$ cat src/rtl/memory_responder_if.sv
// Datapath/RAM request bundle for memory_responder. The slave modport is the responder's view;
// the master modport is the datapath-plus-RAM side.
interface memory_responder_if #(parameter int ADDR_W = 32);
    logic              imemREN;
    logic [ADDR_W-1:0] imemaddr;
    logic              ihit;
    logic [ADDR_W-1:0] imemload;
    logic              dmemREN;
    logic              dmemWEN;
    logic [ADDR_W-1:0] dmemaddr;
    logic [ADDR_W-1:0] dmemstore;
    logic              datomic;
    logic              dhit;
    logic [ADDR_W-1:0] dmemload;
    logic              halt;
    logic              ramREN;
    logic              ramWEN;
    logic [ADDR_W-1:0] ramaddr;
    logic [ADDR_W-1:0] ramstore;
    logic [ADDR_W-1:0] ramload;
    logic              ramready;
    logic              flushed;

    modport slave (
        input  imemREN, imemaddr, dmemREN, dmemWEN, dmemaddr, dmemstore, datomic, halt,
               ramload, ramready,
        output ihit, imemload, dhit, dmemload, ramREN, ramWEN, ramaddr, ramstore, flushed
    );

    modport master (
        output imemREN, imemaddr, dmemREN, dmemWEN, dmemaddr, dmemstore, datomic, halt,
               ramload, ramready,
        input  ihit, imemload, dhit, dmemload, ramREN, ramWEN, ramaddr, ramstore, flushed
    );
endinterface

$ cat src/rtl/memory_responder.sv
// Arbitrates datapath fetch and data requests onto one RAM port, with halt quiescing.
// Define MEMORY_RESPONDER_ATOMIC_EN to add the LL/SC link register.
module memory_responder #(
    parameter int ADDR_W = 32
) (
    input  logic              CLK,
    input  logic              RST,
    memory_responder_if.slave bus,
    output logic [1:0]        dbg_state
);
    typedef enum logic [1:0] {IDLE = 2'd0, DREQ = 2'd1, IREQ = 2'd2, HALTED = 2'd3} state_e;

    localparam logic [ADDR_W-1:0] SC_OK = ADDR_W'(1);

    state_e            state_q, state_d;
    logic              halt_seen_q, halt_seen_d;
    logic              ihit, dhit, ram_ren, ram_wen, flushed;
    logic [ADDR_W-1:0] imemload, dmemload, ram_addr, ram_store;
    logic              sc_req, sc_fail;

`ifdef MEMORY_RESPONDER_ATOMIC_EN
    logic              linkvalid_q, linkvalid_d;
    logic [ADDR_W-1:0] linkaddr_q, linkaddr_d;

    assign sc_req  = bus.datomic & bus.dmemWEN;
    assign sc_fail = sc_req & ~(linkvalid_q && (linkaddr_q == bus.dmemaddr));

    // Link changes only when a data access completes; any SC or a matching plain store breaks it.
    always_comb begin
        linkvalid_d = linkvalid_q;
        linkaddr_d  = linkaddr_q;
        if (dhit) begin
            if (bus.dmemWEN) begin
                if (sc_req || (bus.dmemaddr == linkaddr_q)) linkvalid_d = 1'b0;
            end else if (bus.datomic) begin
                linkvalid_d = 1'b1;
                linkaddr_d  = bus.dmemaddr;
            end
        end
    end

    always_ff @(posedge CLK) begin
        if (RST) begin
            linkvalid_q <= 1'b0;
            linkaddr_q  <= '0;
        end else begin
            linkvalid_q <= linkvalid_d;
            linkaddr_q  <= linkaddr_d;
        end
    end
`else
    logic unused_datomic;
    assign unused_datomic = bus.datomic;
    assign sc_req         = 1'b0;
    assign sc_fail        = 1'b0;
`endif

    // Handshake: a request is held by the datapath until its hit; the RAM completes an access in
    // the cycle ramready is high, and the hit is returned combinationally in that same cycle.
    always_comb begin
        state_d     = state_q;
        halt_seen_d = halt_seen_q | bus.halt;
        ihit        = 1'b0;
        dhit        = 1'b0;
        imemload    = '0;
        dmemload    = '0;
        ram_ren     = 1'b0;
        ram_wen     = 1'b0;
        ram_addr    = '0;
        ram_store   = '0;
        flushed     = 1'b0;
        case (state_q)
            IDLE: begin
                if (bus.halt || halt_seen_q)          state_d = HALTED;
                else if (bus.dmemREN || bus.dmemWEN) state_d = DREQ;
                else if (bus.imemREN)                state_d = IREQ;
            end
            DREQ: begin
                if (!(bus.dmemREN || bus.dmemWEN)) begin
                    state_d = IDLE;
                end else begin
                    ram_addr  = bus.dmemaddr;
                    ram_store = bus.dmemstore;
                    ram_wen   = bus.dmemWEN & ~sc_fail;
                    ram_ren   = bus.dmemREN & ~bus.dmemWEN;
                    if (sc_fail) begin
                        dhit    = 1'b1;
                        state_d = IDLE;
                    end else if (bus.ramready) begin
                        dhit     = 1'b1;
                        dmemload = bus.dmemWEN ? (sc_req ? SC_OK : '0) : bus.ramload;
                        state_d  = IDLE;
                    end
                end
            end
            IREQ: begin
                if (!bus.imemREN) begin
                    state_d = IDLE;
                end else begin
                    ram_addr = bus.imemaddr;
                    ram_ren  = 1'b1;
                    if (bus.ramready) begin
                        ihit     = 1'b1;
                        imemload = bus.ramload;
                        state_d  = IDLE;
                    end
                end
            end
            HALTED:  flushed = 1'b1;
            default: state_d = IDLE;
        endcase
    end

    always_ff @(posedge CLK) begin
        if (RST) begin
            state_q     <= IDLE;
            halt_seen_q <= 1'b0;
        end else begin
            state_q     <= state_d;
            halt_seen_q <= halt_seen_d;
        end
    end

    assign bus.ihit     = ihit;
    assign bus.imemload = imemload;
    assign bus.dhit     = dhit;
    assign bus.dmemload = dmemload;
    assign bus.ramREN   = ram_ren;
    assign bus.ramWEN   = ram_wen;
    assign bus.ramaddr  = ram_addr;
    assign bus.ramstore = ram_store;
    assign bus.flushed  = flushed;
    assign dbg_state    = state_q;
endmodule

$ cat src/flat_wrapper.sv
// flat-port wrapper written by rule: the top's interface ports become plain ports
module memory_responder_flat 
#(
    parameter int ADDR_W = 32
)
  (CLK, RST, dbg_state, bus_imemREN, bus_imemaddr, bus_dmemREN, bus_dmemWEN, bus_dmemaddr, bus_dmemstore, bus_datomic, bus_halt, bus_ramload, bus_ramready, bus_ihit, bus_imemload, bus_dhit, bus_dmemload, bus_ramREN, bus_ramWEN, bus_ramaddr, bus_ramstore, bus_flushed);
  memory_responder_if #(.ADDR_W(ADDR_W)) bus_i ();
  input  logic CLK;
  input  logic RST;
  output logic [1:0] dbg_state;
  input wire logic [$bits(bus_i.imemREN)-1:0] bus_imemREN;
  input wire logic [$bits(bus_i.imemaddr)-1:0] bus_imemaddr;
  input wire logic [$bits(bus_i.dmemREN)-1:0] bus_dmemREN;
  input wire logic [$bits(bus_i.dmemWEN)-1:0] bus_dmemWEN;
  input wire logic [$bits(bus_i.dmemaddr)-1:0] bus_dmemaddr;
  input wire logic [$bits(bus_i.dmemstore)-1:0] bus_dmemstore;
  input wire logic [$bits(bus_i.datomic)-1:0] bus_datomic;
  input wire logic [$bits(bus_i.halt)-1:0] bus_halt;
  input wire logic [$bits(bus_i.ramload)-1:0] bus_ramload;
  input wire logic [$bits(bus_i.ramready)-1:0] bus_ramready;
  output wire logic [$bits(bus_i.ihit)-1:0] bus_ihit;
  output wire logic [$bits(bus_i.imemload)-1:0] bus_imemload;
  output wire logic [$bits(bus_i.dhit)-1:0] bus_dhit;
  output wire logic [$bits(bus_i.dmemload)-1:0] bus_dmemload;
  output wire logic [$bits(bus_i.ramREN)-1:0] bus_ramREN;
  output wire logic [$bits(bus_i.ramWEN)-1:0] bus_ramWEN;
  output wire logic [$bits(bus_i.ramaddr)-1:0] bus_ramaddr;
  output wire logic [$bits(bus_i.ramstore)-1:0] bus_ramstore;
  output wire logic [$bits(bus_i.flushed)-1:0] bus_flushed;
  assign bus_i.imemREN = bus_imemREN;
  assign bus_i.imemaddr = bus_imemaddr;
  assign bus_i.dmemREN = bus_dmemREN;
  assign bus_i.dmemWEN = bus_dmemWEN;
  assign bus_i.dmemaddr = bus_dmemaddr;
  assign bus_i.dmemstore = bus_dmemstore;
  assign bus_i.datomic = bus_datomic;
  assign bus_i.halt = bus_halt;
  assign bus_i.ramload = bus_ramload;
  assign bus_i.ramready = bus_ramready;
  assign bus_ihit = bus_i.ihit;
  assign bus_imemload = bus_i.imemload;
  assign bus_dhit = bus_i.dhit;
  assign bus_dmemload = bus_i.dmemload;
  assign bus_ramREN = bus_i.ramREN;
  assign bus_ramWEN = bus_i.ramWEN;
  assign bus_ramaddr = bus_i.ramaddr;
  assign bus_ramstore = bus_i.ramstore;
  assign bus_flushed = bus_i.flushed;
  memory_responder #(.ADDR_W(ADDR_W)) u_core (.CLK(CLK), .RST(RST), .bus(bus_i), .dbg_state(dbg_state));
endmodule
$ cat config.mk
export PLATFORM = sky130hd
export DESIGN_NAME = memory_responder_flat
export DESIGN_NICKNAME = d
export VERILOG_FILES = /design/src/rtl/memory_responder_if.sv /design/src/rtl/memory_responder.sv /design/src/flat_wrapper.sv
export SDC_FILE = /design/constraint.sdc
export NUM_CORES = 1
export LEC_CHECK = 0
export ABC_AREA = 0
export BUFFER_PORTS_ARGS = -buffer_cell sky130_fd_sc_hd__buf_4
export CAP_MARGIN = 0
export CORE_AREA = 2 2 105 107
export DETAILED_ROUTE_END_ITERATION = 7
export DIE_AREA = 0 0 107 109
export GPL_ROUTABILITY_DRIVEN = 0
export SLEW_MARGIN = 5
export SYNTH_ARGS = -nofsm -noshare
export SYNTH_HDL_FRONTEND = slang
export SYNTH_SLANG_ARGS = --single-unit
$ cat constraint.sdc
create_clock -name CLK -period 3.5 [get_ports CLK]
set_input_delay 0.35 -clock CLK [delete_from_list [all_inputs] [get_ports CLK]]
set_output_delay 0.35 -clock CLK [all_outputs]
set_load 0.02 [all_outputs]
# After elaboration in Yosys (flattened, before gate mapping)
# Index checks and enable logic that the tools add are counted.
[totals] output_inout_bits=135 wordCells=44 register_bits=3 input_bits=136
[classes] bitwise=3 reduce_logical=5 eq_ne=4 muxes=30
[ops] cell="32-bit two-way mux" n=11
[ops] cell="32-bit case mux with 2 select lines" n=1
[ops] cell="2-bit two-way mux" n=6
[ops] cell="1-bit two-way mux" n=10
[ops] cell="2-bit case mux with 3 select lines" n=1
[ops] cell="2-bit equality test (second input constant)" n=2
[ops] cell="4-bit by 2-bit inequality test with 1-bit output (second input constant)" n=1
[ops] cell="3-bit nonzero test" n=1
[ops] cell="2-bit by 1-bit equality test with 1-bit output (second input constant)" n=1
[ops] cell="2-bit logical NOT" n=1
[ops] cell="1-bit logical OR" n=2
[ops] cell="1-bit case mux with 2 select lines" n=1
[ops] cell="2-bit AND reduction" n=1
[ops] cell="1-bit AND" n=1
[ops] cell="1-bit inverter" n=1
[ops] cell="1-bit OR" n=1

# Logic depth before layout (Yosys ltp)
# Gate-level depths: netlist (run 1).
[depth] ltp_word=4 ltp_mapped=7 ltp_nobuf=6

# Worst setup path after synthesis (run 1)
# No wires, ideal clock.
[synth_path] path_type="flip-flop to output port" startpoint="reg u_core.state_q[0], in the netlist u_core.dbg_state[0]" endpoint="out bus_ramaddr[15]" arrival_time_ps=1590 setup_slack_ps=1560 stages_incl_launch_ff=7 path_buffers=2 required_ps=3150 cell_sequence="dfxtp_1 > ha_1 > o21a_2 > buf_2 > buf_2 > a22oi_1 > nor2b_1"
[synth_between] elab_chain_len=2 word_cells_on_any_way=3 cone_classes="eq/ne (2); mux (1)"
[synth_rtl] element="start: declaration" line="memory_responder.sv:15" text="state_e state_q, state_d;"
[synth_rtl] element="start signal: assignment" line="memory_responder.sv:119" text="state_q <= state_d;"
[synth_rtl] element="2-bit equality test / 2-bit by 1-bit equality test with 1-bit output (equally long branches)" line="memory_responder.sv:72" text="case (state_q)"
[synth_rtl] element="32-bit case mux with 2 select lines *" line="memory_responder.sv:72"
[synth_rtl] element="end: declaration" line="flat_wrapper.sv:27" text="output wire logic [$bits(bus_i.ramaddr)-1:0] bus_ramaddr;"
# Every way passes the cells marked *; elsewhere a longest branch is shown, timed or not.

# Final worst setup path (run 1)
[layout_path] startpoint="reg u_core.state_q[1], in the netlist u_core.dbg_state[1]" endpoint="out bus_ramaddr[6]"
# Same word-level chain as after synthesis.

==> results.yml, run 1 <==
global_routing:
  grt_pass1_wl_mm: 11.1
  grt_usage_pct: 11.5
  overflow: 0
  grt_pass1_vias: 2333
  grt_max_degree: 67
  antenna_found_initial: 0
status:
  outcome: "completed"
yosys:
  synth_cell_types: 22
  synth_top_area_share_pct: 29.2
  syn_area_um2: 1410
  ys_ff_latch: 3
  synth_area_per_cell_um2: 6.57
  synth_top_cell_by_area: "and2_1"
  yosysSeqAreaShare_pct: 4.25
  syn_nets: 357
  synth_edf_count: 0
  synth_area_leaders: "and2_1 (29%), a22oi_1 (17%), and3_1 (15%), nor2b_1 (14%), ha_1 (5.3%)"
  yosys_warnings: 0
  syn_inst: 215
  synthArstFlopShare_pct: 0
  synth_most_common_cell: "and2_1"
  yosys-top-cells-count: "and2_1 (66), and3_1 (33), a22oi_1 (32), nor2b_1 (32), clkbuf_1 (18)"
  ys.flop_type: "dfxtp_1"
worst_hold_path:
  worstHoldStart: "RST"
  min_path_type: "input port to register"
worst_setup_path:
  timing.rr.start: "u_core.dbg_state[0]$_SDFFE_PP0P_"
  required_ns: 3.15
  critPathKind: "register to primary output"
  endpoint_kind: "primary output"
  path_max_fanout: 36
  start_kind: "register"
  crit_arrival_ns: 2.04
  startpoint: "u_core.dbg_state[1]$_SDFFE_PP0P_"
timing:
  setup-tns-final_ns: 0
  slew_viol_final: 0
  slew_headroom_pct: 40.2
  min_period_ns: 2.39
  finalHoldViolCount: 0
  fin_crit_sh_pct: 68.3
  finalClockSkew_ns: 0.00257
  fin_ws_ns: 1.11
  finalSetupViolCount: 0
  max_freq_ghz: 0.418
  grt_setup_unrepaired: "false"
  worst_pin_slew_ns: 0.896
placement:
  hpwl_mm: 6.55
  io_buffers: 269
  pre_cts_slack_ns: 1.31
  post_dp_cell_area_um2: 3540
  dp.cells: 604
power_and_ir_drop:
  irDropWorstVdd_v: 0.000346
  p_per_area_nw_per_um2: 405
  leakagePower_nw: 2.03
clock_network:
  clock_sinks: 3
  clk_pin_slew_ns: 0.03
  clockBufferDepth: 2
  clkLatencyLatePin_ns: 0.22
  cts_setup_buffers: 0
  cts_tree: "yes"
  cts_buffers: 3
  cts_max_level: 1
  ctsResizeCount: 0
  cts.root.buffer_cell: "clkbuf_8"
  cts-hold-fix-buffers: 0
drt:
  avgViaCountPerCell: 4.18
  drtIter0Drc: 131
  first_pass_iters: 4
  drc_errors: 0
  final_antenna_net_count: 0
  vias: 2539
  routed_wirelength_mm: 8.03
  routedWlPerCell_um: 13.2
final_layout:
  final_net_count: 611
  area_growth_syn_to_layout_pct: 154
  layout.cells.non_filler: 608
  num_antenna_cells: 0
  multi_input_area_um2: 1240
  register_area_um2: 60.1
  drive_gt1_share_pct: 59.6
  stdcell_area_um2: 3580
  fillers: 1119
floorplanning:
  ios: 271
  coreArea_um2: 10600
  dieArea_um2: 11700
  die_x_um: 107
  die_y_um: 109
  initial_core_util_pct: 13.3
  num_rows: 38
flow_run:
  maxCapViolCount: 0
critical path: stages (launching register included):
cell	delay (ns)
dfxtp_1	0.42
inv_1	0.11
ha_1	0.88
nor2b_1	0.24
buf_4	0.16
final cells by class:
class / instances / share of cell area [%]
Inverter: 4 / 0.419
Sequential cell: 3 / 1.68
Tap cell: 140 / 4.89
Clock buffer: 4 / 1.26
Multi-Input combinational cell: 185 / 34.8
Timing Repair Buffer: 272 / 57.0
through the flow:
stage | power, mW | utilization, % | hold slack (ns)
after global routing | 1.56 | 33.8 | 0.348
final | 1.45 | 33.8 | 0.334
after CTS | 1.47 | 33.8 | 0.332
after floorplan | 0.823 | - | 0.422
after detailed placement | 1.36 | 33.4 | 0.494
after global placement | 1.35 | 33.4 | 0.484
logic make-up (layout without fill, tap and decap cells):
logic type	after synthesis	count (layout)	synth area share, %
AOI/OAI and AO/OA	40	40	21.7
adders and majority gates	6	6	5.31
buffers and inverters	27	280	7.62
DFF	3	3	4.25
and+or+nand+nor	139	139	61.1
per-layer routing:
metal / part of all wire [%] / global-route usage (%) / wire length [µm]
met2: 56 / 23.8 / 4500
met5: 0 / 0 / 0
met1: 35 / 12.2 / 2790
met4: 0.42 / 2.13 / 34
met3: 8.8 / 1.97 / 705
flip-flops by register name, summed over array words and instances, names as in the netlist:
register / count
u_core.halt_seen_q: 1
u_core.dbg_state: 2
cells in the final DEF, fill, tap and decap left out, drive strengths merged:
cell type,n
a31oi,1
or4,1
a21o,1
nor3,1
nor2,4
dfxtp,3
and2,67
a22oi,32
buf,272
o31ai,2
nand2,1
nor2b,32
inv,4
a2111o,1
o21a,2
and3,33
ha,6
clkbuf,4
a41o,1
report_power, final:
group          internal, mW  switching, mW  total (mW)
Clock                0.0778         0.0238       0.102
Sequential           0.0462         0.0164      0.0626
Combinational         0.598          0.689        1.29
worst paths after layout:
kind | to | slack [ns] | cells past startpoint
worst min register to register | u_core.halt_seen_q$_SDFF_PP0_ | 0.50 | 2
worst max-delay path | bus_ramaddr[6] | 1.11 | 4
worst min-delay path | u_core.halt_seen_q$_SDFF_PP0_ | 0.33 | 2
worst max register to register | u_core.dbg_state[1]$_SDFFE_PP0P_ | 1.48 | 4
(Power assumes the default switching activity.)
==> inputs of run 2 (changes only) <==
CORE_AREA = 2 2 106 108   (was 2 2 105 107)
DIE_AREA = 0 0 108 110   (was 0 0 107 109)
clock period = 2.35 ns   (was 3.5 ns; I/O delays follow)
==> results.yml, run 2 (synthesis gave the netlist of run 1 again) <==
status:
  outcome: "completed"
clock_network:
  cts_buffers: 3
  clkLatencyLatePin_ns: 0.21
  cts.root.buffer_cell: "clkbuf_8"
  ctsResizeCount: 0
  cts_setup_buffers: 0
  cts-hold-fix-buffers: 0
  cts_tree: "yes"
  clk_pin_slew_ns: 0.03
  clock_sinks: 3
  clockBufferDepth: 2
  cts_max_level: 1
timing:
  finalHoldViolCount: 0
  finalSetupViolCount: 0
  grt_setup_unrepaired: "false"
  worst_pin_slew_ns: 0.450
  min_period_ns: 2.15
  max_freq_ghz: 0.466
  slew_headroom_pct: 70.0
  finalClockSkew_ns: 0.0000930
  fin_ws_ns: 0.203
  setup-tns-final_ns: 0
  slew_viol_final: 0
  fin_crit_sh_pct: 91.3
placement:
  hpwl_mm: 7.07
  pre_cts_slack_ns: 0.303
  io_buffers: 269
global_routing:
  antenna_found_initial: 0
  overflow: 0
  grt_usage_pct: 11.8
  grt_pass1_vias: 2349
  grt_pass1_wl_mm: 11.2
  grt_max_degree: 53
worst_setup_path:
  path_cells: "inv_1 -> ha_1 -> and2_1 -> buf_6 -> a22oi_1 -> nor2b_1 -> buf_4"
  endpoint_kind: "primary output"
  required_ns: 2.12
  slowest_delay_ns: 0.34
  critPathKind: "register to primary output"
  slowest_stage: "dfxtp_1"
  path_max_fanout: 30
  start_kind: "register"
  crit_arrival_ns: 1.91
final_layout:
  largest_reg_flops: 2
  final_net_count: 614
  fillers: 1134
  drive_gt1_share_pct: 60.1
  final_common_cell: "buf_4"
  area_growth_syn_to_layout_pct: 157
  layout_common_cells: "buf_4 (272), and2_1 (66), a22oi_1 (32), nor2b_1 (32), and3_1 (32)"
  num_antenna_cells: 0
floorplanning:
  initial_core_util_pct: 13.2
  die_x_um: 108
  num_rows: 38
  dieArea_um2: 11900
  coreArea_um2: 10700
  ios: 271
  die_y_um: 110
drt:
  first_pass_iters: 4
  routed_wirelength_mm: 8.50
  final_antenna_net_count: 0
  vias: 2526
  routedWlPerCell_um: 13.9
  drc_errors: 0
  drtIter0Drc: 143
  avgViaCountPerCell: 4.13
power_and_ir_drop:
  leakagePower_nw: 2.05
  irDropWorstVdd_v: 0.000295
  p_per_area_nw_per_um2: 627
flow_run:
  maxCapViolCount: 0
worst_hold_path:
  min_path_type: "input port to register"
-- run 2: cell type report --
class	count	area [µm²]	share of cell area (%)
repair buffers	275	2090	57.6
multi-input cells	185	1250	34.3
well taps	140	175	4.82
flip-flops and latches	3	60.1	1.65
clock buffers	4	45.0	1.24
inverters	4	15.0	0.413
-- run 2: routing by layer --
layer / share of wire (%) / vias to the layer above / global-route usage (%)
met5: 0 / - / 0
met4: 0 / 0 / 1.65
met3: 12 / 0 / 3.35
met2: 53 / 158 / 23.8
met1: 35 / 1121 / 12.1
li1: - / 1247 / -
-- run 2: worst paths after layout --
kind	from	endpoint	slack (ns)	depth (start not counted)
worst max-delay path	u_core.dbg_state[0]$_SDFFE_PP0P_	bus_ramaddr[22]	0.20	7
worst min-delay path	RST	u_core.halt_seen_q$_SDFF_PP0_	0.22	2
worst max register to register	u_core.dbg_state[1]$_SDFFE_PP0P_	u_core.dbg_state[1]$_SDFFE_PP0P_	0.60	4
worst min register to register	u_core.halt_seen_q$_SDFF_PP0_	u_core.halt_seen_q$_SDFF_PP0_	0.53	2
-- run 2: per-stage QoR --
step / total power, mW / util [%] / hold WS [ns] / std cells / cell area [µm²]
detailed placement: 2.16 / 33.5 / 0.445 / 607 / 3580
finish: 2.28 / 34.0 / 0.225 / 611 / 3630
CTS: 2.31 / 33.9 / 0.222 / 611 / 3630
global placement: 2.13 / 33.5 / 0.437 / 607 / 3580
floorplan: 1.23 / - / 0.307 / 215 / 1410
global route: 2.44 / 34.0 / 0.231 / 611 / 3630
-- run 2: worst max-delay path: cells and delay by family (launching register included) --
kind	cells	cell delay [ns]
buffers and inverters	3	0.60
DFF	1	0.34
adders and majority gates	1	0.15
AOI/OAI and AO/OA	1	0.13
and+or+nand+nor	2	0.46
-- run 2: power by group --
group | internal [mW] | total, mW | leakage [nW] | switching, mW
registers | 0.0688 | 0.0933 | 0.0251 | 0.0245
logic | 0.965 | 2.04 | 2.00 | 1.07
clock network | 0.116 | 0.148 | 0.0228 | 0.0322
total | 1.15 | 2.28 | 2.05 | 1.13
==> inputs of run 3 (changes only) <==
CELL_PAD_IN_SITES_DETAIL_PLACEMENT = 1   (was unset)
CELL_PAD_IN_SITES_GLOBAL_PLACEMENT = 1   (was unset)
CORE_AREA = unset   (was 2 2 106 108)
CORE_MARGIN = 2   (was unset)
CORE_UTILIZATION = 14   (was unset)
DIE_AREA = unset   (was 0 0 108 110)
PLACE_DENSITY_LB_ADDON = 0.1   (was unset)
==> results.yml, run 3 (synthesis gave the netlist of run 1 again) <==
worst_setup_path:
  slowest_delay_ns: 0.41
  ff2ff_setup_slack_ns: 0.59
  start_kind: "register"
  crit_top_cell: "buf_4"
  timing.rr.start: "u_core.dbg_state[1]$_SDFFE_PP0P_"
  path_max_fanout: 33
  cp_top_family: "buffers and inverters"
  reg2reg_to: "u_core.dbg_state[0]$_SDFFE_PP0P_"
  path_cells: "inv_1 -> ha_1 -> and2_1 -> buf_4 -> a22oi_1 -> nor2b_1 -> buf_4"
  critPathBufInv: 3
  crit_arrival_ns: 1.81
  ff2ff_path_depth: 7
  slowest_stage: "dfxtp_1"
  required_ns: 2.12
  critPathKind: "register to primary output"
  endpoint_kind: "primary output"
timing:
  worst_pin_slew_ns: 0.493
  slew_viol_final: 0
  grt_setup_unrepaired: "false"
  hold_ws_ns: 0.226
  finalHoldViolCount: 0
  finalClockSkew_ns: 0.00265
  slew_headroom_pct: 67.2
  min_period_ns: 2.04
  finalSetupViolCount: 0
  fin_crit_sh_pct: 86.8
  max_freq_ghz: 0.490
  setup-tns-final_ns: 0
floorplanning:
  initial_core_util_pct: 14.5
  ios: 271
  dieArea_um2: 10900
  die_y_um: 104
  die_x_um: 104
  num_rows: 36
  coreArea_um2: 9770
placement:
  dp.cells: 599
  io_buffers: 269
  post_dp_cell_area_um2: 3570
  hpwl_mm: 7.32
drt:
  routed_wirelength_mm: 9.01
  drtIter0Drc: 79
  final_antenna_net_count: 0
  avgViaCountPerCell: 4.23
  vias: 2552
  first_pass_iters: 4
  drc_errors: 0
  routedWlPerCell_um: 14.9
global_routing:
  grt_pass1_vias: 2624
  grt_pass1_wl_mm: 13.9
  grt_usage_pct: 15.3
  overflow: 0
  grt_max_degree: 67
  antenna_found_initial: 0
power_and_ir_drop:
  irDropWorstVdd_v: 0.000292
  p_total_mw: 2.25
  leakagePower_nw: 2.04
  p_per_area_nw_per_um2: 623
final_layout:
  num_antenna_cells: 0
  area_growth_syn_to_layout_pct: 156
  final_net_count: 613
  stdcell_area_um2: 3610
  layout.cells.non_filler: 603
  final_common_cell: "buf_4"
  layout_common_cells: "buf_4 (272), and2_1 (66), a22oi_1 (32), nor2b_1 (32), and3_1 (32)"
  fillers: 1280
  largest_reg_flops: 2
  drive_gt1_share_pct: 60.0
status:
  outcome: "completed"
worst_hold_path:
  min_path_type: "input port to register"
  min_to: "u_core.halt_seen_q$_SDFF_PP0_"
  worstHoldStart: "RST"
  hold_depth: 2
clock_network:
  clock_sinks: 3
  cts_tree: "yes"
  clkLatencyLatePin_ns: 0.22
  clk_pin_slew_ns: 0.03
  cts-hold-fix-buffers: 0
  cts_buffers: 3
  cts.root.buffer_cell: "clkbuf_8"
  clockBufferDepth: 2
  cts_max_level: 1
flow_run:
  maxCapViolCount: 0
-- run 3: metrics by stage --
stage	worst slack, ns	util [%]
4_1_cts	0.293	37.0
2_1_floorplan	0.525	-
6_report	0.309	37.0
5_1_grt	0.144	37.0
3_3_place_gp	0.275	36.5
3_5_place_dp	0.208	36.5
-- run 3: cell type report --
| class | instances | area, µm² | share of cell area, % |
|---|---|---|---|
| repair buffers | 274 | 2080 | 57.6 |
| multi-input cells | 185 | 1250 | 34.5 |
| well taps | 133 | 166 | 4.60 |
| flip-flops and latches | 3 | 60.1 | 1.66 |
| clock buffers | 4 | 45.0 | 1.25 |
| inverters | 4 | 15.0 | 0.415 |
-- run 3: layer usage --
layer,part of all wire (%),track usage [%],vias to the layer above
li1,-,-,1247
met1,34,15.8,1154
met2,55,30.3,145
met3,10,4.82,6
met4,0.79,2.70,0
met5,0,0,-
-- run 3: what timing repair did --
| item | CTS | global route |
|---|---|---|
| setup buffers | 0 | 0 |
| gates resized for setup | 1 | 0 |
| setup endpoints to repair | 32 | 0 |
-- run 3: where the power goes --
part	internal (mW)	total [mW]	switching, mW
logic	0.953	2.00	1.05
registers	0.0688	0.0967	0.0279
clock network	0.116	0.151	0.0352
total	1.14	2.25	1.11
-- run 3: worst max-delay path by stage --
stage | endpoint | depth (start not counted) | startpoint | slack, ns
final | bus_ramaddr[21] | 7 | u_core.dbg_state[0]$_SDFFE_PP0P_ | 0.31
after global routing | bus_ramaddr[18] | 7 | u_core.dbg_state[0]$_SDFFE_PP0P_ | 0.14
after floorplan | bus_ramaddr[15] | 6 | u_core.dbg_state[0]$_SDFFE_PP0P_ | 0.53
after global placement | bus_imemload[31] | 5 | u_core.dbg_state[0]$_SDFFE_PP0P_ | 0.28
after detailed placement | bus_imemload[28] | 5 | u_core.dbg_state[0]$_SDFFE_PP0P_ | 0.21
after CTS | bus_ramaddr[9] | 7 | u_core.dbg_state[0]$_SDFFE_PP0P_ | 0.29
